--- config.mk ---
export PLATFORM = sky130hd
export DESIGN_NAME = ay_bus_master
export DESIGN_NICKNAME = d
export VERILOG_FILES = /design/src/rtl/ay_bus_pkg.sv /design/src/rtl/ay_phase_timer.sv /design/src/rtl/ay_bus_master.sv
export SDC_FILE = /design/constraint.sdc
export NUM_CORES = 1
export LEC_CHECK = 0
export CORE_MARGIN = 2
export CORE_UTILIZATION = 48
export DETAILED_ROUTE_END_ITERATION = 16
export PLACE_DENSITY_LB_ADDON = 0.08
export SLEW_MARGIN = 0
export SYNTH_ARGS = -nofsm -noshare
export SYNTH_HDL_FRONTEND = slang
export SYNTH_HIERARCHICAL = 1
export SYNTH_SLANG_ARGS = --single-unit
--- constraint.sdc ---
create_clock -name clk -period 2.6 [get_ports clk]
set_clock_uncertainty 0.2 [all_clocks]
set_input_delay 0.26 -clock clk [delete_from_list [all_inputs] [get_ports clk]]
set_output_delay 0.26 -clock clk [all_outputs]
set_load 0.02 [all_outputs]
--- src/rtl/ay_bus_pkg.sv ---
// Shared types and constants for the AY-3-8910/YM2149 bus master: phase/kind enums, {bdir,bc1} codes, port numbers.
// Pure declarations; no timing or backpressure of its own.
package ay_bus_pkg;

   typedef enum logic [1:0] {S_IDLE, S_SETUP, S_STROBE, S_HOLD} state_t;
   typedef enum logic [1:0] {K_ADDR, K_WR, K_RD} kind_t;

   localparam logic [1:0] CODE_IDLE = 2'b00;
   localparam logic [1:0] CODE_RD   = 2'b01;
   localparam logic [1:0] CODE_WR   = 2'b10;
   localparam logic [1:0] CODE_ADDR = 2'b11;

   localparam int PORT_DATA = 14;
   localparam int PORT_ADDR = 15;

   function automatic int max4(input int a, input int b, input int c, input int d);
      int m;
      m = a;
      if (b > m) m = b;
      if (c > m) m = c;
      if (d > m) m = d;
      return m;
   endfunction

   function automatic logic [1:0] strobe_code(input kind_t k);
      case (k)
         K_ADDR:  return CODE_ADDR;
         K_WR:    return CODE_WR;
         K_RD:    return CODE_RD;
         default: return CODE_IDLE;
      endcase
   endfunction

endpackage

--- src/rtl/ay_phase_timer.sv ---
// Loadable phase down-counter: load sets (len-1), counts to 0 and stops there; zero flags the last phase cycle.
// Latency: load visible the cycle after the load edge; no backpressure.
module ay_phase_timer #(
   parameter int W = 4
) (
   input  logic         clk,
   input  logic         reset,
   input  logic         load,
   input  logic [W-1:0] load_val,
   output logic         zero
);

   logic [W-1:0] cnt;

   always_ff @(posedge clk) begin
      if (reset)
         cnt <= '0;
      else if (load)
         cnt <= load_val;
      else if (cnt != '0)
         cnt <= cnt - 1'b1;
   end

   assign zero = (cnt == '0);

endmodule

--- src/rtl/ay_bus_master.sv ---
// CPU port 14/15 accesses to timed AY BDIR/BC1/BC2 bus cycles; busy the cycle after acceptance, requests while busy dropped and flagged in overrun.
// Optional AY_BUS_SHADOW_EN adds a 16x8 shadow so data reads of registers 0..13 skip the bus.
module ay_bus_master
   import ay_bus_pkg::*;
#(
   parameter int T_SU = 2,
   parameter int T_PW = 4,
   parameter int T_RD = 6,
   parameter int T_HO = 2
) (
   input  logic       clk,
   input  logic       reset,
   input  logic       address,
   input  logic [7:0] data,
   input  logic       wren,
   input  logic       rden,
   output logic [7:0] q,
   output logic       q_valid,
   output logic       busy,
   output logic       overrun,
   output logic       ay_bdir,
   output logic       ay_bc1,
   output logic       ay_bc2,
   output logic [7:0] ay_da_o,
   output logic       ay_da_oe,
   input  logic [7:0] ay_da_i
);

   localparam int TW = $clog2(max4(T_SU, T_PW, T_RD, T_HO)) + 1;
   localparam logic [TW-1:0] L_SU = TW'(T_SU - 1);
   localparam logic [TW-1:0] L_PW = TW'(T_PW - 1);
   localparam logic [TW-1:0] L_RD = TW'(T_RD - 1);
   localparam logic [TW-1:0] L_HO = TW'(T_HO - 1);

   state_t        state, state_nxt;
   kind_t         kind;
   logic [7:0]    cur_addr;
   logic [7:0]    da_o_r;
   logic [7:0]    da_i_q;
   logic          tmr_load;
   logic [TW-1:0] tmr_val;
   logic          tmr_zero;
   logic          accept;
   logic          shadow_hit;
   logic          start_bus;

   assign accept = (state == S_IDLE) && (wren || rden);

`ifdef AY_BUS_SHADOW_EN
   logic [7:0] shadow [16];

   assign shadow_hit = !wren && rden && !address && (cur_addr < 8'(PORT_DATA));

   always_ff @(posedge clk) begin
      if (reset) begin
         for (int i = 0; i < 16; i++) shadow[i] <= '0;
      end else if (accept && wren && !address && (cur_addr[7:4] == 4'h0)) begin
         shadow[cur_addr[3:0]] <= data;
      end
   end
`else
   assign shadow_hit = 1'b0;
`endif

   // Port-15 reads and shadow hits complete without a bus cycle.
   assign start_bus = accept && (wren || (!address && !shadow_hit));

   ay_phase_timer #(.W(TW)) u_timer (
      .clk      (clk),
      .reset    (reset),
      .load     (tmr_load),
      .load_val (tmr_val),
      .zero     (tmr_zero)
   );

   always_ff @(posedge clk) begin
      if (reset) state <= S_IDLE;
      else       state <= state_nxt;
   end

   always_comb begin
      state_nxt = state;
      tmr_load  = 1'b0;
      tmr_val   = '0;
      case (state)
         S_IDLE: if (start_bus) begin
            state_nxt = S_SETUP;
            tmr_load  = 1'b1;
            tmr_val   = L_SU;
         end
         S_SETUP: if (tmr_zero) begin
            state_nxt = S_STROBE;
            tmr_load  = 1'b1;
            tmr_val   = (kind == K_RD) ? L_RD : L_PW;
         end
         S_STROBE: if (tmr_zero) begin
            state_nxt = S_HOLD;
            tmr_load  = 1'b1;
            tmr_val   = L_HO;
         end
         S_HOLD: if (tmr_zero) state_nxt = S_IDLE;
         default: state_nxt = S_IDLE;
      endcase
   end

   always_ff @(posedge clk) begin
      if (reset) begin
         cur_addr <= '0;
         kind     <= K_ADDR;
         da_o_r   <= '0;
         da_i_q   <= '0;
         q        <= '0;
         q_valid  <= 1'b0;
         overrun  <= 1'b0;
      end else begin
         da_i_q  <= ay_da_i;
         q_valid <= 1'b0;
         if ((state != S_IDLE) && (wren || rden))
            overrun <= 1'b1;
         if (accept) begin
            if (wren) begin
               kind   <= address ? K_ADDR : K_WR;
               da_o_r <= data;
               if (address) cur_addr <= data;
            end else if (address) begin
               q       <= cur_addr;
               q_valid <= 1'b1;
`ifdef AY_BUS_SHADOW_EN
            end else if (shadow_hit) begin
               q       <= shadow[cur_addr[3:0]];
               q_valid <= 1'b1;
`endif
            end else begin
               kind <= K_RD;
            end
         end
         if ((state == S_STROBE) && (kind == K_RD) && tmr_zero) begin
            q       <= da_i_q;
            q_valid <= 1'b1;
         end
      end
   end

   assign busy                = (state != S_IDLE);
   assign {ay_bdir, ay_bc1}   = (state == S_STROBE) ? strobe_code(kind) : CODE_IDLE;
   assign ay_bc2              = 1'b1;
   assign ay_da_o             = da_o_r;
   assign ay_da_oe            = busy && (kind != K_RD);

endmodule

## Word level (Yosys, flattened, before mapping)

Index checks and enable logic that the tools add are counted.

- Register bits after elaboration: 42
- Input bits: 21
- Logic and storage cells: 73
- Output and inout bits: 23

- Mux-type cells: 28
- Equal/unequal tests: 12
- Reductions and logical operators: 23
- Add/sub/neg operators: 1

Operator list:

| operator | number |
|---|---|
| 8-bit two-way mux | 4 |
| 2-bit two-way mux | 7 |
| 2-bit != test (second input constant) | 5 |
| 1-bit two-way mux | 9 |
| 3-bit one-hot mux with 3 select lines | 1 |
| 4-bit two-way mux | 2 |
| 2-bit one-hot mux with 4 select lines | 1 |
| 2-bit nonzero test | 4 |
| 2-bit equality test (second input constant) | 3 |
| 1-bit logical AND | 6 |
| 3-bit two-way mux | 2 |
| 2-bit one-hot mux with 3 select lines | 1 |
| 3-bit AND reduction | 2 |
| 2-bit by 1-bit equality test with 1-bit output (second input constant) | 2 |
| 2-bit zero test | 2 |
| 4-bit zero test | 1 |
| 2-bit by 1-bit != test with 1-bit output (second input constant) | 2 |
| 2-bit AND reduction | 2 |
| 4-bit AND reduction | 1 |
| 4-bit nonzero test | 1 |
| 4-bit by 1-bit subtractor with 4-bit output (second input constant) | 1 |
| 1-bit logical OR | 2 |
| 1-bit one-hot mux with 2 select lines | 1 |
| 2-bit OR reduction | 1 |
| 1-bit zero test | 1 |

## Depth between registers and ports, before layout

Gate-level depths: netlist of run 1.

- Word-level depth: 6
- Gate-level depth with buffers: 7
- Mapped depth without buffers: 7

## Cells and area by module

The synthesis of run 1 kept the hierarchy.

By module, submodules not included:

| module | sequential area each (µm²) | instances | cells an instance | area an instance (µm²) |
|---|---|---|---|---|
| ay_bus_master | 760.7 | 1 | 172 | 1549.0 |
| ay_phase_timer | 80.1 | 1 | 24 | 229.0 |

## Least setup slack after synthesis of run 1

No wires, ideal clock.

- Path kind: reg-to-reg
- From: register u_timer.cnt[0]
- To: register u_timer.cnt[3]
- Path buffers: 0
- Setup slack: 736 ps
- Period minus slack after synthesis: 1864 ps
- Setup time: 136 ps
- Arrival: 1528 ps
- Required time: 2264 ps
- Stages on the path, launching flop included: 8
- Cells stage by stage: dfxtp_1 -> inv_1 -> ha_1 -> nor3b_4 -> nand2_1 -> a21oi_1 -> or2_2 -> o32ai_1

- Cells in the longest elaborated chain, start to end: 4
- Elaborated cells on any way between the ends: 8
- Those cells by class: 1 x add/sub; 4 x mux; 3 x reduce/logical

Ends and longest elaborated chain:

| item | RTL line | text |
|---|---|---|
| start: declaration | ay_phase_timer.sv:13 | `logic [W-1:0] cnt;` |
| start signal: assignment | ay_phase_timer.sv:19 | `cnt <= load_val;` |
| start signal: assignment | ay_phase_timer.sv:21 | `cnt <= cnt - 1'b1;` |
| 4-bit zero test * | ay_phase_timer.sv:24 | `assign zero = (cnt == '0);` |
| via tmr_zero | ay_bus_master.sv:42 | `logic tmr_zero;` |
| 1-bit two-way mux * | ay_bus_master.sv:91, ay_bus_master.sv:96 |  |
| 1-bit one-hot mux with 2 select lines * | ay_bus_master.sv:85 | `case (state)` |
| via tmr_load | ay_bus_master.sv:40 | `logic tmr_load;` |
| 4-bit two-way mux or 2-bit nonzero test (tied branches) | n/a |  |

Mark *: on every way through the listed nets, which the timed path passes. The rest lies on a longest branch. The select of a mux whose other input is x is not followed.
A chain may end at the register's enable or synchronous reset.

## Worst setup path in the final report of run 1

- From: register state[1]
- To: output ay_da_oe

- Cells in the longest elaborated chain, start to end: 2

Ends and longest elaborated chain:

| item | RTL line | text |
|---|---|---|
| start: declaration | ay_bus_master.sv:35 | `state_t state, state_nxt;` |
| start signal: assignment | ay_bus_master.sv:78 | `else state <= state_nxt;` |
| 2-bit nonzero test | ay_bus_master.sv:144 | `assign busy = (state != S_IDLE);` |
| 1-bit logical AND | ay_bus_master.sv:148 | `assign ay_da_oe = busy && (kind != K_RD);` |
| end: declaration | ay_bus_master.sv:25 | `output logic ay_da_oe,` |

Every way passes these cells.

==> impl_metrics.json, run 1 <==
{
  "status": "completed",
  "drive_gt1_share_pct": 8.75,
  "cts.sinks": 42,
  "grt_remaining_overflow": 0,
  "combPwrFrac_pct": 38.9,
  "whs_path_depth": 2,
  "clkSlewWorstSetupHoldPaths_ps": 80,
  "ys_types": 34,
  "hold_buffers": 0,
  "groute.usage.overall_pct": 19.7,
  "min_period_over_period_pct": 89.4,
  "path_cells": "inv_1, ha_1, nor2_1, clkdlybuf4s50_1",
  "final_hold_viol_count": 0,
  "cp_data_required_time_ps": 2140,
  "clk-insertion-delay-late_ps": 290,
  "die_h_um": 64.9,
  "dr.first_iter.drc_count": 38,
  "ctsResizeCount": 0,
  "fmax_ghz": 0.430,
  "wl_met2_um": 1910,
  "max_stage_delay_ps": 610,
  "irDropWorstVdd_v": 0.000473,
  "numCtsBuffers": 5,
  "routabilityCongestion": 0.790,
  "pwr-share-clk_pct": 21.3,
  "tns_ps": 0,
  "num_vias": 1463,
  "intPower_w": 0.00129,
  "grt_start_max_net_pins": 30,
  "cts_setup_buffers": 0,
  "net-switching-power_w": 0.000710,
  "ys_seq_area_share_pct": 47.3,
  "crit_type": "reg2out",
  "maxSlewViolCount": 0,
  "syn_to_final_growth_pct": 30.7,
  "io_pins": 44,
  "antenna_found_initial": 0,
  "grt_pass1_wl_um": 6280,
  "drc_errors": 0,
  "fillers": 311,
  "wl_um": 3640,
  "rsz0062_at_grt": "no",
  "finalSetupViolCount": 0,
  "drtAntennaViolNets": 0,
  "syn_nets": 224,
  "first_pass_iters": 4,
  "cts-root-buf": "clkbuf_8",
  "synth_ff_type": "dfxtp_1",
  "rows": 22,
  "worst_pin_slew_ps": 563,
  "ys_async_sr_fraction_pct": 0,
  "cts_tree": "built",
  "seqPwrFrac_pct": 39.7,
  "placed_cell_area_um2": 2230,
  "synth_seq_cells": 42,
  "core_um2": 3610,
  "start_util_pct": 49.3,
  "hpwl_um": 2770,
  "num_antenna_cells": 0,
  "ys_warn_count": 6,
  "multiInputGateArea_um2": 857,
  "critPathArrivalTime_ps": 1860,
  "min_period_ps": 2320,
  "met1Wirelength_um": 1500,
  "worst_path_max_delay_cell": "clkdlybuf4s50_1",
  "nNetsFinal": 267,
  "power_density_nw_per_um2": 859,
  "dr_wl_met3_um": 135,
  "netlist_area_um2": 1780,
  "die_w_um": 64.9,
  "crit_fanout": 7,
  "synth-edff-count": 0,
  "seq_area_um2": 841,
  "cts_htree_levels": 2,
  "rr_worst_depth": 7,
  "slew_headroom_pct": 62.4,
  "start_kind": "flip-flop",
  "drv_cap": 0,
  "fin_ws_ps": 276,
  "post-place-ws_ps": 384,
  "dieArea_um2": 4210,
  "via_per_inst": 5.08,
  "avgSynthCellArea_um2": 9.07,
  "top_layer": "met4",
  "syn_inst": 196,
  "grt_pass1_vias": 1461,
  "hold_path_class": "reg2reg",
  "holdWs_ps": 255,
  "cts_buffer_depth": 2,
  "swShare_pct": 35.6,
  "layout_common_cells": "dfxtp_1 (42), clkdlybuf4s50_1 (42), nand2_1 (30)",
  "wl_per_cell_um": 12.6,
  "power.leakage_nw": 0.911,
  "final_area_um2": 2320,
  "cp-end-kind": "output pin",
  "io_buffers": 42
}
stage by stage:
step,utilization [%],total power (W),instances
3_3_place_gp,61.9,0.00154,280
6_report,64.4,0.00200,288
4_1_cts,64.4,0.00201,288
3_5_place_dp,61.9,0.00159,280
5_1_grt,64.4,0.00213,288
2_1_floorplan,-,0.00134,196
cells by family (layout without fill, tap and decap cells):
group | Yosys count | in the layout | share of synthesized area [%]
xor gates and xnor gates | 2 | 2 | 0.985
AOI/OAI and AO/OA | 38 | 38 | 13.6
muxes | 10 | 10 | 5.70
DFF | 42 | 42 | 47.3
other | 2 | 2 | 0.422
adders and majority gates | 7 | 7 | 4.93
buffers and inverters | 16 | 60 | 4.50
and+or+nand+nor | 79 | 79 | 22.6
power by group through the flow:
stage / logic (W) / registers (W) / clock network (W)
2_1_floorplan: 0.000502 / 0.000837 / 0
3_3_place_gp: 0.000741 / 0.000803 / 0
3_5_place_dp: 0.000776 / 0.000809 / 0
4_1_cts: 0.000779 / 0.000794 / 0.000441
5_1_grt: 0.000850 / 0.000806 / 0.000473
6_report: 0.000777 / 0.000793 / 0.000426
cell type report:
cell class                 instances  share of cell area (%)
inverter                           6                   0.969
sequential                        42                    36.2
timing repair buffer              46                    19.4
clock inverter                     3                    1.02
clock buffer                       5                    2.96
tap                               48                    2.58
multi-input combinational        138                    36.9
worst max-delay path: cells and delay by family (launching register included):
family / cells / cell delay (ps)
flops: 1 / 410
fa+ha+maj: 1 / 280
simple gates: 1 / 150
buf+inv: 2 / 720
registers in the layout (all words and copies together), names as in the netlist:
name         cells
q                8
overrun          1
cur_addr         8
da_i_q           8
state            2
u_timer/cnt      4
q_valid          1
ay_da_o          8
kind             2
final timing paths:
check	slack, ps	start	to
max	280	state[1]$_SDFFE_PP0P_	ay_da_oe
min	260	overrun$_SDFFE_PP0P_	overrun$_SDFFE_PP0P_
max reg2reg	460	u_timer/cnt[0]$_SDFFE_PP0P_	u_timer/cnt[3]$_SDFFE_PP0P_
min reg2reg	260	overrun$_SDFFE_PP0P_	overrun$_SDFFE_PP0P_
cells in the mapped netlist, drive strengths merged (2+ instances only):
master	count	area, um2
a211oi	9	67.6
nor2	13	48.8
nand2	30	113
o32ai	2	36.3
nor3b	2	26.3
buf	5	38.8
clkbuf	5	18.8
inv	6	22.5
dfxtp	42	841
xnor2	2	17.5
o22ai	2	12.5
o21ai	3	15.0
a21oi	22	110
nor2b	14	90.1
mux2i	9	90.1
nor3	6	35.0
nand3	9	50.1
ha	7	87.6
conb	2	7.51
per-layer routing:
| layer | GRT usage, % | up-vias |
|---|---|---|
| li1 | - | 746 |
| met2 | 35.6 | 29 |
| met4 | 10.4 | 0 |
| met3 | 5.38 | 8 |
| met1 | 20.6 | 680 |
| met5 | 0 | - |
(Power assumes the default switching activity.)
==> inputs of run 2 (changes only) <==
--- a/config.mk
+++ b/config.mk
@@ -8,6 +8,7 @@
 export CORE_MARGIN = 2
 export CORE_UTILIZATION = 48
 export DETAILED_ROUTE_END_ITERATION = 16
+export GPL_TIMING_DRIVEN = 0
 export PLACE_DENSITY_LB_ADDON = 0.08
 export SLEW_MARGIN = 0
 export SYNTH_ARGS = -nofsm -noshare
==> impl_metrics.json, run 2 (synthesis gave the netlist of run 1 again) <==
{
  "rr_worst_depth": 7,
  "crit_type": "reg2out",
  "cts_htree_levels": 2,
  "wl_per_cell_um": 12.9,
  "numCtsBuffers": 5,
  "r2r_slack_ps": 490,
  "fin_util_pct": 65.2,
  "wl_um": 3800,
  "die_w_um": 64.9,
  "critPathArrivalTime_ps": 1830,
  "whs_path_depth": 2,
  "ctsResizeCount": 0,
  "first_pass_iters": 4,
  "rsz0062_at_grt": "no",
  "die_h_um": 64.9,
  "routabilityCongestion": 0.783,
  "grt_pass1_vias": 1434,
  "cts-root-buf": "clkbuf_8",
  "cp_data_required_time_ps": 2140,
  "maxSlewViolCount": 0,
  "min_from": "ay_da_o[5]$_SDFFE_PP0P_",
  "power.leakage_nw": 0.920,
  "hpwl_um": 2910,
  "r2r_end": "u_timer/cnt[3]$_SDFFE_PP0P_",
  "max_stage_delay_ps": 610,
  "holdWs_ps": 259,
  "hold_buffers": 0,
  "drive_gt1_share_pct": 8.94,
  "holdPathEnd": "ay_da_o[5]$_SDFFE_PP0P_",
  "crit_fanout": 7,
  "nNetsFinal": 273,
  "layout_common_cells": "dfxtp_1 (42), clkdlybuf4s50_1 (42), nand2_1 (30)",
  "status": "completed",
  "cp-end-kind": "output pin",
  "worst_path_max_delay_cell": "clkdlybuf4s50_1",
  "num_antenna_cells": 0,
  "r2r-start": "u_timer/cnt[0]$_SDFFE_PP0P_",
  "fmax_ghz": 0.437,
  "drc_errors": 0,
  "grt_pass1_wl_um": 6350,
  "rows": 22,
  "via_per_inst": 5.09,
  "final_cells": 294,
  "drtAntennaViolNets": 0,
  "core_um2": 3610,
  "clkSlewWorstSetupHoldPaths_ps": 80,
  "grt_remaining_overflow": 0,
  "irDropWorstVdd_v": 0.000482,
  "grt_start_max_net_pins": 16,
  "num_vias": 1497,
  "cts_setup_buffers": 0,
  "path_cells": "inv_1, ha_1, nor2_1, clkdlybuf4s50_1",
  "cts_tree": "built",
  "cts_buffer_depth": 2,
  "drv_cap": 0,
  "io_pins": 44,
  "start_kind": "flip-flop",
  "cts.sinks": 42,
  "hold_path_class": "reg2reg",
  "start_util_pct": 49.3,
  "min_period_over_period_pct": 87.9,
  "io_buffers": 42,
  "dr.first_iter.drc_count": 49,
  "syn_to_final_growth_pct": 32.2,
  "dieArea_um2": 4210,
  "finalSetupViolCount": 0,
  "groute.usage.overall_pct": 19.9,
  "placedCellCount": 286,
  "final_hold_viol_count": 0,
  "tns_ps": 0,
  "min_period_ps": 2290,
  "clk-insertion-delay-late_ps": 300,
  "fillers": 313,
  "power_density_nw_per_um2": 850,
  "antenna_found_initial": 0
}
==> run 2: cell count changes in the layout (fill, tap and decap cells not counted) <==
cell and change:
buf_2 +1, buf_4 -1, buf_6 +1, clkbuf_1 +5
==> run 2: area by class of cell <==
class	instances	area (um2)	share of cell area [%]
tap	48	60.1	2.55
multi-input combinational	138	857	36.5
sequential	42	841	35.8
clock inverter	3	23.8	1.01
inverter	6	22.5	0.958
clock buffer	5	68.8	2.93
timing repair buffer	42	420	17.9
buffer	10	57.6	2.45
==> run 2: where the power goes <==
part           switching [W]  leakage [nW]  internal (W)
clock               0.000236        0.0408      0.000192
combinational       0.000408         0.535      0.000367
sequential         0.0000622         0.344      0.000732
total               0.000707         0.920       0.00129
==> run 2: per-layer routing <==
metal | vias up | GRT usage (%) | wire length [um]
met4 | 0 | 9.57 | 67
li1 | 754 | - | -
met5 | - | 0 | 0
met1 | 713 | 21.5 | 1560
met2 | 25 | 36.0 | 2020
met3 | 5 | 5.21 | 156
==> run 2: how the worst max path moves through the flow <==
stage,startpoint,end,slack [ps],cells past startpoint
final,state[1]$_SDFFE_PP0P_,ay_da_oe,310,4
after global placement,rden,u_timer/cnt[3]$_SDFFE_PP0P_,400,6
after detailed placement,rden,u_timer/cnt[3]$_SDFFE_PP0P_,350,6
after floorplan,u_timer/cnt[0]$_SDFFE_PP0P_,u_timer/cnt[3]$_SDFFE_PP0P_,740,7
after CTS,state[1]$_SDFFE_PP0P_,ay_da_oe,290,4
after global routing,state[0]$_SDFFE_PP0P_,ay_da_oe,170,4
==> run 2: stage by stage <==
step | setup slack [ps] | power (W) | area, um2
3_5_place_dp | 354 | 0.00159 | 2260
3_3_place_gp | 401 | 0.00156 | 2260
6_report | 314 | 0.00200 | 2350
2_1_floorplan | 736 | 0.00134 | 1780
4_1_cts | 290 | 0.00202 | 2350
5_1_grt | 170 | 0.00213 | 2350
==> run 2: worst max-delay path, delay by kind of cell (launching register included) <==
kind | cells | cell delay [ps]
adder cells (fa/ha/maj) | 1 | 280
AND/OR/NAND/NOR | 1 | 140
flip-flops | 1 | 400
buffers and inverters | 2 | 710
